[src/rtl/ct_l2c_prf_queue.sv]
// ---------------------------------------------------------------------------
// ct_l2c_prf_queue
//   In-order prefetch request queue between the L2C prefetch address
//   generator and the CIU prefetch request port. Requests whose line address
//   is already queued, or was among the last HIST addresses issued, are
//   accepted but dropped and counted. Also produces the local clock-enable
//   and idle indications for the gated prefetch clock.
//
// Ports:
//   l2c_pref_clk       gated prefetch clock
//   cpurst_b           asynchronous active-low reset
//   pfu_prfq_vld/addr/prot   generator request (valid/ready with prfq_pfu_ready)
//   prfq_pfu_ready     queue accepts a request this cycle
//   l2c_ciu_prf_vld/addr/prot  head request to CIU
//   ciu_l2c_prf_ready  CIU accepts the head this cycle
//   prfq_flush         synchronous flush of queue and history
//   prfq_clk_en        keep-running request for the l2c_pref_clk gate
//   prfq_idle          queue empty and no generator request pending
//   prfq_drop_cnt      saturating count of dropped duplicates
// ---------------------------------------------------------------------------
module ct_l2c_prf_queue #(
  parameter int DEPTH = 4,
  parameter int HIST  = 4
) (
  input  logic        l2c_pref_clk,
  input  logic        cpurst_b,
  input  logic        pfu_prfq_vld,
  input  logic [33:0] pfu_prfq_addr,
  input  logic [2:0]  pfu_prfq_prot,
  output logic        prfq_pfu_ready,
  output logic        l2c_ciu_prf_vld,
  output logic [33:0] l2c_ciu_prf_addr,
  output logic [2:0]  l2c_ciu_prf_prot,
  input  logic        ciu_l2c_prf_ready,
  input  logic        prfq_flush,
  output logic        prfq_clk_en,
  output logic        prfq_idle,
  output logic [7:0]  prfq_drop_cnt
);

  localparam int AW = $clog2(DEPTH);
  localparam int PW = AW + 1;
  localparam int HW = (HIST > 1) ? $clog2(HIST) : 1;

  logic [PW-1:0]    r_rd_ptr;
  logic [PW-1:0]    r_wr_ptr;
  logic [HW-1:0]    r_hist_ptr;
  logic [7:0]       r_drop_cnt;

  logic [AW-1:0]    w_rd_idx;
  logic [AW-1:0]    w_wr_idx;
  logic             w_empty;
  logic             w_full;
  logic             w_accept;
  logic             w_dup;
  logic             w_push;
  logic             w_drop;
  logic             w_pop;
  logic [DEPTH-1:0] w_ent_vld;
  logic [DEPTH-1:0] w_ent_hit;
  logic [33:0]      w_ent_addr [DEPTH];
  logic [2:0]       w_ent_prot [DEPTH];
  logic [HIST-1:0]  w_hist_hit;
  logic [33:0]      w_head_addr;
  logic [2:0]       w_head_prot;

  assign w_rd_idx = r_rd_ptr[AW-1:0];
  assign w_wr_idx = r_wr_ptr[AW-1:0];
  assign w_empty  = (r_rd_ptr == r_wr_ptr);
  assign w_full   = (w_rd_idx == w_wr_idx) && (r_rd_ptr[AW] != r_wr_ptr[AW]);

  // No same-cycle bypass: a full queue stays not-ready even while popping.
  assign prfq_pfu_ready = !w_full && !prfq_flush;
  assign w_accept       = pfu_prfq_vld && prfq_pfu_ready;

  // The head is still marked valid while it is being popped, so a request
  // matching it in the pop cycle is treated as a duplicate.
  assign w_dup  = (|w_ent_hit) || (|w_hist_hit);
  assign w_push = w_accept && !w_dup;
  assign w_drop = w_accept && w_dup;
  assign w_pop  = !w_empty && ciu_l2c_prf_ready;

  assign w_head_addr = w_ent_addr[w_rd_idx];
  assign w_head_prot = w_ent_prot[w_rd_idx];

  assign l2c_ciu_prf_vld  = !w_empty;
  assign l2c_ciu_prf_addr = w_empty ? 34'h0 : w_head_addr;
  assign l2c_ciu_prf_prot = w_empty ? 3'h0  : w_head_prot;

  assign prfq_clk_en   = pfu_prfq_vld || !w_empty || prfq_flush;
  assign prfq_idle     = w_empty && !pfu_prfq_vld;
  assign prfq_drop_cnt = r_drop_cnt;

  genvar gi;

  // FIFO entries: written at wr_ptr, valid cleared when popped.
  generate
    for (gi = 0; gi < DEPTH; gi++) begin : g_ent
      logic        r_vld;
      logic [33:0] r_addr;
      logic [2:0]  r_prot;

      always_ff @(posedge l2c_pref_clk or negedge cpurst_b) begin
        if (!cpurst_b) begin
          r_vld  <= 1'b0;
          r_addr <= 34'h0;
          r_prot <= 3'h0;
        end else if (prfq_flush) begin
          r_vld <= 1'b0;
        end else if (w_push && (w_wr_idx == AW'(gi))) begin
          r_vld  <= 1'b1;
          r_addr <= pfu_prfq_addr;
          r_prot <= pfu_prfq_prot;
        end else if (w_pop && (w_rd_idx == AW'(gi))) begin
          r_vld <= 1'b0;
        end
      end

      assign w_ent_vld[gi]  = r_vld;
      assign w_ent_addr[gi] = r_addr;
      assign w_ent_prot[gi] = r_prot;
      assign w_ent_hit[gi]  = r_vld && (r_addr == pfu_prfq_addr);
    end
  endgenerate

  // Issue history: round-robin record of the last HIST popped addresses.
  generate
    for (gi = 0; gi < HIST; gi++) begin : g_hist
      logic        r_vld;
      logic [33:0] r_addr;

      always_ff @(posedge l2c_pref_clk or negedge cpurst_b) begin
        if (!cpurst_b) begin
          r_vld  <= 1'b0;
          r_addr <= 34'h0;
        end else if (prfq_flush) begin
          r_vld <= 1'b0;
        end else if (w_pop && (r_hist_ptr == HW'(gi))) begin
          r_vld  <= 1'b1;
          r_addr <= w_head_addr;
        end
      end

      assign w_hist_hit[gi] = r_vld && (r_addr == pfu_prfq_addr);
    end
  endgenerate

  always_ff @(posedge l2c_pref_clk or negedge cpurst_b) begin
    if (!cpurst_b) begin
      r_rd_ptr   <= '0;
      r_wr_ptr   <= '0;
      r_hist_ptr <= '0;
    end else if (prfq_flush) begin
      r_rd_ptr   <= '0;
      r_wr_ptr   <= '0;
      r_hist_ptr <= '0;
    end else begin
      if (w_push) begin
        r_wr_ptr <= r_wr_ptr + PW'(1);
      end
      if (w_pop) begin
        r_rd_ptr <= r_rd_ptr + PW'(1);
        if (r_hist_ptr == HW'(HIST - 1)) begin
          r_hist_ptr <= '0;
        end else begin
          r_hist_ptr <= r_hist_ptr + HW'(1);
        end
      end
    end
  end

  // Drop counter survives flush; only reset clears it.
  always_ff @(posedge l2c_pref_clk or negedge cpurst_b) begin
    if (!cpurst_b) begin
      r_drop_cnt <= 8'h0;
    end else if (w_drop && (r_drop_cnt != 8'hFF)) begin
      r_drop_cnt <= r_drop_cnt + 8'h1;
    end
  end

endmodule

[config.mk]
export PLATFORM = sky130hd
export DESIGN_NAME = ct_l2c_prf_queue
export DESIGN_NICKNAME = d
export VERILOG_FILES = /design/src/rtl/ct_l2c_prf_queue.sv
export SDC_FILE = /design/constraint.sdc
export NUM_CORES = 1
export LEC_CHECK = 0
export CAP_MARGIN = 5
export CELL_PAD_IN_SITES_DETAIL_PLACEMENT = 1
export CELL_PAD_IN_SITES_GLOBAL_PLACEMENT = 1
export CORE_ASPECT_RATIO = 1.4
export CORE_UTILIZATION = 50
export DETAILED_ROUTE_END_ITERATION = 10
export GPL_TIMING_DRIVEN = 0
export PLACE_DENSITY_LB_ADDON = 0.08
export SYNTH_ARGS = -nofsm -noshare
export SYNTH_HDL_FRONTEND = slang
export SYNTH_SLANG_ARGS = --single-unit
[constraint.sdc]
create_clock -name l2c_pref_clk -period 7.62 [get_ports l2c_pref_clk]
set_clock_uncertainty 0.15 [all_clocks]
set_input_delay 1.143 -clock l2c_pref_clk [delete_from_list [all_inputs] [get_ports l2c_pref_clk]]
set_output_delay 1.143 -clock l2c_pref_clk [all_outputs]
set_load 0.01 [all_outputs]
# Yosys cells after proc, flatten, opt, wreduce, memory -nomap -nowiden
# Cells that the tools add are included.
# W data, S select, Z words.
word_totals:
  regBits: 308
  in_bits: 42
  elab_cells: 146
op_classes:
  addsub: 4
  order_cmp: 1
  n_eq_ne: 21
  muxes: 35
  bitwise_logic: 2
  n_reduce_logical: 59
ops:
  columns: ["op", "count"]
  rows:
  - ["$eq A34 B34 Y1", 8]
  - ["$mux W34", 3]
  - ["$bmux W34 S2", 1]
  - ["$logic_and A1 B1 Y1", 28]
  - ["$mux W3", 7]
  - ["$mux W1", 20]
  - ["$reduce_and A2 Y1", 8]
  - ["$eq A2 B2 Y1 const B", 6]
  - ["$reduce_bool A2 Y1", 6]
  - ["$reduce_bool A3 Y1", 4]
  - ["$add A8 B1 Y8 const B", 1]
  - ["$ne A8 B8 Y1 const B", 1]
  - ["$reduce_or A4 Y1", 2]
  - ["$add A3 B1 Y3 const B", 2]
  - ["$bmux W3 S2", 1]
  - ["$eq A2 B1 Y1 const B", 3]
  - ["$logic_not A2 Y1", 3]
  - ["$mux W2", 3]
  - ["$logic_not A1 Y1", 5]
  - ["$eq A3 B3 Y1", 1]
  - ["$ge A3 B3 Y1 const B", 1]
  - ["$logic_or A1 B1 Y1", 3]
  - ["$not A2 Y3", 1]
  - ["$add A2 B1 Y2 const B", 1]
  - ["other kinds (3)", 3]

# Longest topological paths before layout
# Gate-level depths: netlist of run 1.
depth:
  word_depth: 9
  mapped_depth: 12
  depth_no_buf: 8

# Worst setup path after synthesis of run 1
# No wires, ideal clock.
synth_path:
  path_type: "register to output"
  start: "register r_rd_ptr[0]"
  end: "output l2c_ciu_prf_addr[28]"
  arrival_ps: 2168
  required_ps: 6327
  slack_ps: 4159
  stages_incl_launch_ff: 6
  path_cell_list: "dfrtp_1 > clkbuf_1 > buf_1 > buf_2 > mux4_2 > and2_1"
synth_via:
  elab_chain_cells: 5
synth_lines:
  columns: ["item", "line_no", "text"]
  rows:
  - ["start, declared", "45", "logic [PW-1:0] r_rd_ptr;"]
  - ["start signal, assigned", "162", "r_rd_ptr <= r_rd_ptr + PW'(1);"]
  - ["$not A2 Y3 (implied by the code)", "83", "assign w_head_addr = w_ent_addr[w_rd_idx];"]
  - ["$bmux W34 S2", "83", null]
  - ["$mux W34 (implied by the code) (2 in series)", "83", null]
  - ["$mux W34 (*)", "87", "assign l2c_ciu_prf_addr = w_empty ? 34'h0 : w_head_addr;"]
  - ["end, declared", "32", "output logic [33:0] l2c_ciu_prf_addr,"]
# Mark *: on every way between the ends. The rest lies on a longest branch, timed or not. The select of a mux whose other input is x is not followed.

# Worst setup path in the final report of run 1
layout_path:
  start: "register r_rd_ptr[0]"
  end: "output l2c_ciu_prf_addr[30]"
# Same word-level chain as after synthesis.

==> metrics.txt, run 1 <==
PnR worst setup slack 2320 ps; ys flop type dfrtp_1; TNS Setup 0 ps; peak supply drop 0.000235 V; Buffers & Inverters on Critical Path 4; total CTS buffers 34; root buffer cell clkbuf_16; drt drc 0; # H-tree levels 2; mapped cell area 16100 um2; crit-path max FO 10; Crit Path Class reg -> out; Flop pwr share 37.7%; clk slew on worst S/H paths 60 ps; Critical-path top delay cell buf_1; syn_area_per_cell 13.2 um2; largest net degree at the start of global routing 100; Synthesis Warnings 0; final hold viol count 0; Synth async-reset ratio 100%; post-synth top area share 47.7%; Gate power share 36.4%; Post-CTS Resized 0; fin crit share 69.6%; EDFF count, synth 0; Vias/cell 6.00; Crit path arrival time around 4000 ps; Pre-Repair DR Iteration Count 5; Largest stage delay, worst path approximately 900 ps; maxcap violations 0; worst slack at placement 2170 ps; Int Power 4.67 mW; I/O pins 91; status complete, no violations; WL final 53500 um; Antenna Nets Post-Route 0; Tmin final 5300 ps; antenna diode count 0; core area 31700 um2; post-synthesis register bit count 308; via count 10600; Static Leak 8.31 nW; area of the die 33000 um2; PortBufs 90; Worst setup EP type output port; Syn-to-layout area delta 17.1%; CTS tree built; most frequent cells after synthesis 308 x dfrtp_1, 256 x mux2_2, 159 x xor2_1; GR Overflow Total 0; Syn Nets 1277; initial DRC count just over 700; placed cells 1710; Sw Pwr approximately 2.5 mW; Worst path top cell family by delay buffers and inverters; GPL Wtd Cong between 0.9 and 1; worst-margin pin slew 1180 ps; R2R Setup Slk 3570 ps; All-Layer GR Usage 33.8%; Mapped Cells 1222; Max Freq roughly 190 MHz; worst rel slew slack a little over a fifth; worst-case reg-to-reg path depth 11; post-CTS setup buffers 0; Clock Latency Late Sink 530 ps; met3 global-route usage 4.79%; clk buf depth 3; HP Class in -> async; worst-path cell chain clkbuf_1 > buf_1 > buf_2 > mux4_2 > and2_1 > clkdlybuf4s50_1; GR Layer Usage met1 between 40 and 50%; area leader, netlist dfrtp_1; RSZ-0062 raised after global routing no; post-DP HPWL 39700 um; CP required 6330 ps; first-pass GRT wire length ~80000 um; Initial Util 50.9%; WL/cell 30.2 um; FP Rows 77; non-filler instance count after layout 1772; fraction of layout cells with a size suffix above 1 30.5%; Core Util, Final 59.6%; PD cells 381 nW/um2; global route hottest layer met2; crit start category register; final setup vio count 0; count leader, synth dfrtp_1; critical path depth 6; clock share of power between 20 and 30%; Pwr Total 7.21 mW; max-slew violations 0; switching share of power 35.2%; Seq/Total Area, Yosys 47.7%; die height 215 um; hold_buf cts 0; initial antenna violation count 2; grt met2 use 55.2%; library cells used by synthesis 36; # nets final 1406; synth top area cells dfrtp_1 48%, mux2_2 18%, xor2_1 8.6%, xnor2_1 6.6%, mux4_2 5.2%; clk sinks 308; vias in the first global route about 11000; Die X-Extent between 150 and 200 um
final timing paths:
check                               startpoint              endpoint
setup / recovery                   r_rd_ptr[0]  l2c_ciu_prf_addr[30]
hold / removal                        cpurst_b   g_hist[3].r_addr[8]
setup reg to reg           g_hist[3].r_addr[1]   g_ent[0].r_addr[24]
hold reg to reg               prfq_drop_cnt[4]      prfq_drop_cnt[4]
max in group asynchronous             cpurst_b    g_ent[1].r_prot[0]
min in group l2c_pref_clk     prfq_drop_cnt[4]      prfq_drop_cnt[4]
sequential cells by signal, indices dropped and copies added, names as in the netlist:
| register | flops |
|---|---|
| r_wr_ptr | 3 |
| g_ent.r_addr | 136 |
| g_hist.r_vld | 4 |
| r_rd_ptr | 3 |
| g_hist.r_addr | 136 |
| g_ent.r_vld | 4 |
| prfq_drop_cnt | 8 |
| g_ent.r_prot | 12 |
| r_hist_ptr | 2 |
power groups by stage:
stage                     clock network (mW)  registers (mW)  logic (mW)
after floorplan                            0            2.58        1.59
after global placement                     0            2.68        2.53
after detailed placement                   0            2.72        2.59
after CTS                               1.89            2.70        2.62
after global routing                    1.96            2.78        2.76
final                                   1.87            2.71        2.62
stage by stage:
stage                     instance area, um2  hold slack [ps]
after detailed placement               17600              334
after global routing                   18900              302
after CTS                              18900              292
after global placement                 17500              322
final                                  18900              297
after floorplan                        16100              312
layout by cell type, fill, tap and decap left out, types with 3 or more instances in the layout:
| cell type | n |
|---|---|
| ha_1 | 13 |
| buf_6 | 14 |
| clkdlybuf4s50_1 | 89 |
| dfrtp_1 | 308 |
| buf_1 | 4 |
| mux2_2 | 256 |
| xor2_1 | 159 |
| nand3_1 | 13 |
| clkbuf_16 | 37 |
| a41oi_1 | 3 |
| nand2_1 | 24 |
| nand4_1 | 39 |
| mux4_2 | 37 |
| inv_1 | 14 |
| mux2_1 | 20 |
| buf_4 | 6 |
| nor3_1 | 16 |
| bufinv_16 | 6 |
| o21ai_0 | 3 |
| clkbuf_8 | 9 |
| nor4_1 | 41 |
| mux2_4 | 10 |
| a21oi_1 | 4 |
| buf_2 | 31 |
| buf_16 | 3 |
| xnor2_1 | 122 |
| clkbuf_1 | 29 |
| nor2_1 | 10 |
| and2_1 | 38 |
routing by layer:
layer,part of all wire [%],up-vias
met5,0.017,-
met4,4.9,2
met3,4.3,104
met2,49,282
met1,42,5702
li1,-,4541
kinds of logic (layout without fill, tap and decap cells):
group	Yosys count	in the layout	synth area share, %
xor+xnor	281	281	15.2
simple gates	188	188	6.68
flops	308	308	47.7
compound gates	15	15	0.620
buf+inv	92	247	3.24
mux	325	325	25.5
fa+ha+maj	13	13	1.01
layout make-up:
class,count,area (um2)
multi-input combinational,822,7910
clock inverter,9,200
timing repair buffer,93,988
fill,3098,12800
sequential,308,7710
buffer,78,470
tap,395,494
clock buffer,53,1080
inverter,14,52.6
(Power assumes the default switching activity.)
==> run 2: changes to the inputs <==
==> constraint.sdc (replaced) <==
create_clock -name l2c_pref_clk -period 5.55 [get_ports l2c_pref_clk]
set_clock_uncertainty 0.15 [all_clocks]
set_input_delay 0.8325 -clock l2c_pref_clk [delete_from_list [all_inputs] [get_ports l2c_pref_clk]]
set_output_delay 0.8325 -clock l2c_pref_clk [all_outputs]
set_load 0.01 [all_outputs]
==> metrics.txt, run 2 (synthesis gave the netlist of run 1 again) <==
via count 10600 (-0.085%); Initial Util 50.9% (unchanged); commonest non-fill, non-tap cell in the layout dfrtp_1; RSZ-0062 raised after global routing no; CTS tree built; PortBufs 90 (unchanged); clk slew on worst S/H paths 60 ps (about the same); Regs by FF count g_ent.r_addr (136), g_hist.r_addr (136), g_ent.r_prot (12); final hold viol count 0 (unchanged); max-slew violations 0 (unchanged); fraction of layout cells with a size suffix above 1 30.5% (about the same); Tmin final 4990 ps; initial antenna violation count 2 (unchanged); clk sinks 308 (unchanged); post-CTS setup buffers 0 (unchanged); Crit Path Class reg -> out; GR Overflow Total 0 (unchanged); root buffer cell clkbuf_16; drt drc 0 (unchanged); WL/cell 30.2 um (about the same); die height 215 um (unchanged); Clock Latency Late Sink 530 ps (about the same); final setup vio count 0 (unchanged); Max Freq 200 MHz; Worst setup EP type output port; Pre-Repair DR Iteration Count 5 (unchanged); Largest stage delay, worst path 870 ps (about the same); Static Leak 8.32 nW (about the same); vias in the first global route 11400 (unchanged); # H-tree levels 2 (unchanged); Critical-path top delay cell buf_1; I/O pins 91 (unchanged); fin crit share 90.0%; R2R Setup Slk 1470 ps (-2100 ps); worst slack at placement 412 ps (-1760 ps); core area 31700 um2 (unchanged); All-Layer GR Usage 33.8% (unchanged); worst rel slew slack 21.1% (-0.16 points); area of the die 33000 um2 (unchanged); # nets final 1407 (+0.071%); FP Rows 77 (unchanged); largest net degree at the start of global routing 100 (unchanged); PnR worst setup slack 556 ps (-1760 ps); Die X-Extent 154 um (unchanged); first-pass GRT wire length 79700 um (unchanged); GPL Wtd Cong 0.993 (unchanged); PD cells 524 nW/um2 (+37%); post-DP HPWL 39700 um (unchanged); clk buf depth 3 (unchanged); total CTS buffers 34 (unchanged); Antenna Nets Post-Route 0 (unchanged); maxcap violations 0 (unchanged); worst-margin pin slew 1180 ps (+2.33 ps); peak supply drop 0.000325 V (+38%); TNS Setup 0 ps (unchanged); worst-path cell chain clkbuf_1 > buf_1 > buf_2 > mux4_2 > and2_1 > clkdlybuf4s50_1; most frequent cells in the layout 308 x dfrtp_1, 256 x mux2_2, 159 x xor2_1; initial DRC count 798 (+12%); crit start category register; HP Class reg -> reg; Syn-to-layout area delta 17.2% (about the same); Vias/cell 5.99 (-0.14%); status complete, no violations; fill count 3098 (unchanged); CP required 4570 ps (-1760 ps); crit-path max FO 10 (unchanged); WL final 53600 um (+0.13%); Crit path arrival time 4010 ps (about the same); antenna diode count 0 (unchanged)
==> run 2: power breakdown <==
| group | switching, mW | total [mW] | internal [mW] |
|---|---|---|---|
| Sequential | 0.680 | 3.73 | 3.05 |
| Combinational | 1.85 | 3.61 | 1.75 |
| Clock | 0.953 | 2.57 | 1.62 |
| Total | 3.49 | 9.90 | 6.42 |
==> run 2: final cells by class <==
type                    instances  area (um2)  area share [%]
multi-input cells             822        7910            41.8
inverters                      14        52.6           0.278
well taps                     395         494            2.61
repair buffers                 94         998            5.28
plain buffers                  78         470            2.49
flip-flops and latches        308        7710            40.8
clock buffers                  53        1080            5.69
clock inverters                 9         200            1.06
==> run 2: layer usage <==
layer	wire [um]	up-vias	GRT usage [%]
li1	-	4546	-
met5	9	-	0
met1	22300	5669	44.6
met3	2390	100	4.77
met2	26300	305	55.2
met4	2550	2	15.6
==> run 2: through the flow <==
stage | hold slack [ps] | power, mW | util (%) | cells | area (um2)
2_1_floorplan | 312 | 5.72 | - | 1222 | 16100
3_3_place_gp | 322 | 7.15 | 55.3 | 1707 | 17500
3_5_place_dp | 334 | 7.29 | 55.6 | 1710 | 17600
4_1_cts | 342 | 9.91 | 59.7 | 1773 | 18900
5_1_grt | 355 | 10.3 | 59.7 | 1773 | 18900
6_report | 332 | 9.90 | 59.7 | 1773 | 18900
==> run 2: repair_timing <==
item                      in CTS  in global routing
gates resized for setup        0                  0
hold buffers                   1                  0
hold endpoints to repair      20                  0
==> run 2: worst paths after layout <==
path                                startpoint                    to  cells past startpoint
min in group asynchronous             cpurst_b   g_hist[3].r_addr[8]                      2
max in group asynchronous             cpurst_b    g_ent[1].r_prot[0]                      5
hold reg to reg               prfq_drop_cnt[4]      prfq_drop_cnt[4]                      1
setup / recovery                   r_rd_ptr[0]  l2c_ciu_prf_addr[30]                      6
setup reg to reg           g_hist[3].r_addr[1]   g_ent[0].r_addr[24]                     11
hold / removal                prfq_drop_cnt[4]      prfq_drop_cnt[4]                      1
==> run 2: critical path: cells and delay by family, from the launching register on <==
family,cells,cell delay [ps]
buf+inv,4,2220
mux,1,670
simple gates,1,200
flops,1,370
